## config.mk

```make
export PLATFORM = sky130hd
export DESIGN_NAME = hazard_ctrl
export DESIGN_NICKNAME = d
export VERILOG_FILES = /design/src/rtl/hazard_ctrl.sv
export SDC_FILE = /design/constraint.sdc
export NUM_CORES = 1
export LEC_CHECK = 0
export BUFFER_PORTS_ARGS = -buffer_cell sky130_fd_sc_hd__clkbuf_2
export CORE_MARGIN = 2
export CORE_UTILIZATION = 58
export CTS_BUF_LIST = sky130_fd_sc_hd__clkbuf_8
export DETAILED_ROUTE_END_ITERATION = 8
export MAX_ROUTING_LAYER = met4
export PLACE_DENSITY = 0.82
export SLEW_MARGIN = 25
export SYNTH_ARGS = -nofsm -noshare
export SYNTH_HDL_FRONTEND = slang
export SYNTH_SLANG_ARGS = --single-unit
```

## constraint.sdc

```tcl
create_clock -name clk -period 2.8 [get_ports clk]
set_clock_uncertainty 0.15 [all_clocks]
set_input_delay 0.56 -clock clk [delete_from_list [all_inputs] [get_ports clk]]
set_output_delay 0.56 -clock clk [all_outputs]
set_load 0.02 [all_outputs]
```

## src/rtl/hazard_ctrl.sv

```systemverilog
// hazard_ctrl: stall and forwarding-select generation for the F/D/E/M/W core.
// Keeps E/M/W shadows of each in-flight producer (dest, result kind, Tnew)
// and compares them with the D-stage sources and their Tuse.
module hazard_ctrl (
    input  logic       clk,
    input  logic       reset,
    input  logic [4:0] D_rs,
    input  logic [4:0] D_rt,
    input  logic [1:0] D_Tuse_rs,
    input  logic [1:0] D_Tuse_rt,
    input  logic [4:0] D_A3,
    input  logic [1:0] D_Tnew,
    input  logic [1:0] D_Kind,
    output logic       stall,
    output logic [2:0] MFRD1D,
    output logic [2:0] MFRD2D,
    output logic [2:0] MFALUAE,
    output logic [2:0] MFALUBE,
    output logic [2:0] MFWDM
);

    localparam logic [1:0] K_ALU = 2'd0;
    localparam logic [1:0] K_MEM = 2'd1;
    localparam logic [1:0] K_PC8 = 2'd2;

    // E shadow
    logic [4:0] r_E_A3, r_E_rs, r_E_rt;
    logic [1:0] r_E_Tnew, r_E_Kind;
    // M shadow
    logic [4:0] r_M_A3, r_M_rt;
    logic [1:0] r_M_Tnew, r_M_Kind;
    // W shadow
    logic [4:0] r_W_A3;
    logic [1:0] r_W_Kind;

    logic [1:0] w_E_Tnew_dec;
    logic       w_stall;

    // Register 0 is hard-wired, so it can never be a forwarding/stall source.
    function automatic logic f_hit(input logic [4:0] src, input logic [4:0] a3);
        return (src != 5'd0) && (src == a3);
    endfunction

    // Hazard for one D source: a producer in E or M still too far from ready.
    // Tuse = 3 can never be exceeded by a 2-bit Tnew, so unused sources never stall.
    function automatic logic f_hz(input logic [4:0] src, input logic [1:0] tuse,
                                  input logic [4:0] e_a3, input logic [1:0] e_tnew,
                                  input logic [4:0] m_a3, input logic [1:0] m_tnew);
        return (f_hit(src, e_a3) && (e_tnew > tuse)) ||
               (f_hit(src, m_a3) && (m_tnew > tuse));
    endfunction

    // D-stage select: youngest matching producer decides; a matching producer
    // that cannot supply a value yet yields 000 and the stall covers it.
    function automatic logic [2:0] f_dfwd(input logic [4:0] src,
                                          input logic [4:0] e_a3, input logic [1:0] e_tnew,
                                          input logic [1:0] e_kind,
                                          input logic [4:0] m_a3, input logic [1:0] m_tnew,
                                          input logic [1:0] m_kind,
                                          input logic [4:0] w_a3, input logic [1:0] w_kind);
        logic [2:0] sel;
        sel = 3'b000;
        if (f_hit(src, e_a3)) begin
            if (e_kind == K_PC8 && e_tnew == 2'd0) sel = 3'b110;
        end else if (f_hit(src, m_a3)) begin
            if (m_kind == K_PC8)                         sel = 3'b101;
            else if (m_kind == K_ALU && m_tnew == 2'd0)  sel = 3'b100;
        end else if (f_hit(src, w_a3)) begin
            if (w_kind == K_PC8)      sel = 3'b011;
            else if (w_kind == K_MEM) sel = 3'b010;
            else if (w_kind == K_ALU) sel = 3'b001;
        end
        return sel;
    endfunction

    // E-stage select: ALU/PC+8 from M, load data from W (W ALU/PC+8 went via D).
    function automatic logic [2:0] f_efwd(input logic [4:0] src,
                                          input logic [4:0] m_a3, input logic [1:0] m_kind,
                                          input logic [4:0] w_a3, input logic [1:0] w_kind);
        logic [2:0] sel;
        sel = 3'b000;
        if (f_hit(src, m_a3) && m_kind == K_PC8)      sel = 3'b011;
        else if (f_hit(src, m_a3) && m_kind == K_ALU) sel = 3'b010;
        else if (f_hit(src, w_a3) && w_kind == K_MEM) sel = 3'b001;
        return sel;
    endfunction

    assign w_E_Tnew_dec = (r_E_Tnew == 2'd0) ? 2'd0 : r_E_Tnew - 2'd1;

    // Stall and all mux selects, purely from the shadows and the D fields
    always_comb begin
        w_stall = f_hz(D_rs, D_Tuse_rs, r_E_A3, r_E_Tnew, r_M_A3, r_M_Tnew) ||
                  f_hz(D_rt, D_Tuse_rt, r_E_A3, r_E_Tnew, r_M_A3, r_M_Tnew);
        stall   = w_stall;
        MFRD1D  = f_dfwd(D_rs, r_E_A3, r_E_Tnew, r_E_Kind, r_M_A3, r_M_Tnew, r_M_Kind,
                         r_W_A3, r_W_Kind);
        MFRD2D  = f_dfwd(D_rt, r_E_A3, r_E_Tnew, r_E_Kind, r_M_A3, r_M_Tnew, r_M_Kind,
                         r_W_A3, r_W_Kind);
        MFALUAE = f_efwd(r_E_rs, r_M_A3, r_M_Kind, r_W_A3, r_W_Kind);
        MFALUBE = f_efwd(r_E_rt, r_M_A3, r_M_Kind, r_W_A3, r_W_Kind);
        MFWDM   = (f_hit(r_M_rt, r_W_A3) && r_W_Kind == K_MEM) ? 3'b001 : 3'b000;
    end

    // Shadow advance: E takes D (or a bubble on stall), M/W follow, Tnew counts down
    always_ff @(posedge clk) begin
        if (reset) begin
            r_E_A3   <= '0; r_E_Tnew <= '0; r_E_Kind <= '0; r_E_rs <= '0; r_E_rt <= '0;
            r_M_A3   <= '0; r_M_Tnew <= '0; r_M_Kind <= '0; r_M_rt <= '0;
            r_W_A3   <= '0; r_W_Kind <= '0;
        end else begin
            if (w_stall) begin
                r_E_A3 <= '0; r_E_Tnew <= '0; r_E_Kind <= '0; r_E_rs <= '0; r_E_rt <= '0;
            end else begin
                r_E_A3 <= D_A3; r_E_Tnew <= D_Tnew; r_E_Kind <= D_Kind;
                r_E_rs <= D_rs; r_E_rt   <= D_rt;
            end
            r_M_A3   <= r_E_A3;
            r_M_Tnew <= w_E_Tnew_dec;
            r_M_Kind <= r_E_Kind;
            r_M_rt   <= r_E_rt;
            r_W_A3   <= r_M_A3;
            r_W_Kind <= r_M_Kind;
        end
    end

endmodule
```

==> results_dict.tcl <==
set metrics [dict create \
    postCtsSetupRepairBufs 0 \
    synth-edff-count 0 \
    vias 1855 \
    whs_ns 0.266 \
    holdPathStages 1 \
    viasPerCell 5.35 \
    cts.sinks 40 \
    antenna_found_initial 0 \
    syn_inst 254 \
    ys_async_sr_fraction_pct 0 \
    path_clk_slew_ns 0.07 \
    finalHoldViolCount 0 \
    final_layout_size_suffix_gt1_share_pct 24.4 \
    cts_tree "yes" \
    crit_fanout 3 \
    syn_area_mm2 0.00231 \
    min_period_ns 2.78 \
    finalSetupViolCount 0 \
    synth_top_area_cell "dfxtp_1" \
    wl_mm 4.93 \
    path_cells "clkbuf_2, or4_4, o211ai_4, nor2_2, o41ai_2, buf_2" \
    seqCellArea_um2 801 \
    clockBufferDepth 2 \
    grt_overflow 0 \
    irDropWorstVdd_mv 0.379 \
    synth.top_cell.area_share_pct 34.7 \
    place_congestion 0.898 \
    fp.dieH_um 67.1 \
    yosys_warnings 0 \
    numCtsBuffers 5 \
    multiInputGateArea_mm2 0.00142 \
    cp_top_family "simple AND/OR/NAND/NOR gates" \
    fmax_mhz 360 \
    clock-root-buffer "clkbuf_8" \
    fin_nets 336 \
    synth.area.top_cells "dfxtp_1 35%, xnor2_1 12%, xor2_1 8.4%" \
    htree_levels 2 \
    grt_pass1_vias 1730 \
    min_period_over_period_pct 99.2 \
    worst-path-stages 6 \
    critPathLaunchType "primary input" \
    synth-seq-cells 40 \
    path_class "primary input to primary output" \
    critPathMaxStageDelay_ns 0.57 \
    critPathBufInv 2 \
    clk_latency_ns 0.29 \
    dieArea_mm2 0.00450 \
    drt_iter0_drc 64 \
    grt_first_pass_wirelength_mm 7.99 \
    min_path_type "flop to flop" \
    slew_headroom_pct 48.6 \
    synth_cell_type_count 37 \
    synth-main-ff-cell "dfxtp_1" \
    timing.setup.tns_ns 0 \
    end_kind "primary output" \
    powerDensity_mw_per_mm2 455 \
    drv_slew 0 \
    outcome "completed" \
    fp.dieW_um 67.1 \
    ant_nets 0 \
    power_mw 1.24 \
    rsz0062_at_grt "true" \
    syn_avg_cell_area_um2 9.08 \
    leakagePower_nw 1.20 \
    fp-row-count 22 \
    grt_usage_pct 25.2 \
    crit_arrival_ns 2.07 \
    routedWlPerCell_um 14.2 \
    drt_first_pass_iters 4 \
    tightestPinTransition_ns 0.771 \
    dpl.hpwl_mm 3.93 \
    drc 0 \
    yosysSeqAreaShare_pct 34.7 \
    pin_count 41 \
    grt_max_degree 22 \
    syn_to_final_growth_pct 18.5 \
    cap_viol_max_count 0 \
    worstRegToRegCells 7 \
    slowest_stage "or4_4" \
    initial_utilization_pct 61.6 \
    core_area_mm2 0.00374 \
    cp.required_ns 2.09 \
    port_buffers 36 \
    n_antenna_cell 0 \
    nFillCells 302 \
]
-- what timing repair did --
action                                 in CTS  in global routing
pin swaps                                   2                  3
endpoints found under the hold margin       0                  0
hold buffers                                0                  0
cloned                                      0                  0
setup endpoints to repair                   2                  4
gates resized for setup                     2                 18
-- final cells by class --
class                   count  share of cell area [%]
clock buffers               5                    2.52
multi-input cells         187                    52.0
clock inverters             2                   0.458
flip-flops and latches     40                    29.3
inverters                  11                    1.51
repair buffers             54                    12.0
well taps                  48                    2.20
-- state kept, by name (all words and copies together), names as in the netlist, 5 cells and up --
| register | count |
|---|---|
| r_M_A3 | 5 |
| r_W_A3 | 5 |
| r_E_A3 | 5 |
| r_M_rt | 5 |
| r_E_rs | 5 |
| r_E_rt | 5 |
-- cells by family after synthesis --
family,synth area share (%)
and+or+nand+nor,24.2
xor gates and xnor gates,20.5
DFF,34.7
buffers and inverters,6.19
AOI/OAI and AO/OA,7.71
adders and majority gates,6.51
other,0.163
-- cells in the mapped netlist (6+ instances only) --
master	number
xor2_1	22
nor3_1	8
dfxtp_1	40
buf_2	6
ha_1	12
nor2b_1	21
nor2_1	11
nand2_1	9
a21oi_1	6
clkbuf_1	8
and2_1	19
inv_1	11
xnor2_1	32
-- stage by stage --
stage / worst slack (ns) / cells / instance area (um2) / utilization, %
floorplan: 0.00451 / 257 / 2320 / -
global placement: -0.0556 / 340 / 2600 / 69.4
detailed placement: -0.0524 / 340 / 2600 / 69.4
CTS: -0.000862 / 347 / 2690 / 71.8
global route: -0.0313 / 347 / 2730 / 73.0
finish: 0.0212 / 347 / 2730 / 73.0
-- layer usage --
metal	up-vias	global-route usage [%]	wire length, um
li1	918	-	-
met1	881	29.0	2150
met2	49	43.1	2450
met3	7	6.59	252
met4	0	7.40	69
met5	-	-	0
-- where the power goes --
part / total [mW] / leakage, nW / internal (mW) / switching [mW]
clock network: 0.360 / 0.0400 / 0.168 / 0.191
logic: 0.251 / 0.828 / 0.123 / 0.129
registers: 0.632 / 0.330 / 0.600 / 0.0329
total: 1.24 / 1.20 / 0.891 / 0.353
-- path summary, 6_finish.rpt --
kind / startpoint / endpoint / slack [ns]
max: D_rt[3] / MFRD2D[1] / 0.02
min: r_E_Tnew[0] / r_M_Tnew[0] / 0.27
max reg2reg: r_M_Tnew[1] / r_E_rs[0] / 0.42
min reg2reg: r_E_Tnew[0] / r_M_Tnew[0] / 0.27
-- cells in the final DEF (no fill, tap or decap), types with 8 or more instances in the layout --
cell | synthesis | layout
dfxtp_1 | 40 | 40
nor2_1 | 11 | 9
clkbuf_2 | 0 | 29
nand2_1 | 9 | 9
and2_1 | 19 | 19
ha_1 | 12 | 11
buf_4 | 4 | 21
nor2b_1 | 21 | 21
inv_1 | 11 | 11
xnor2_1 | 32 | 32
xor2_1 | 22 | 22
nor3_1 | 8 | 8
No activity file was read; power rests on OpenSTA's default activity.
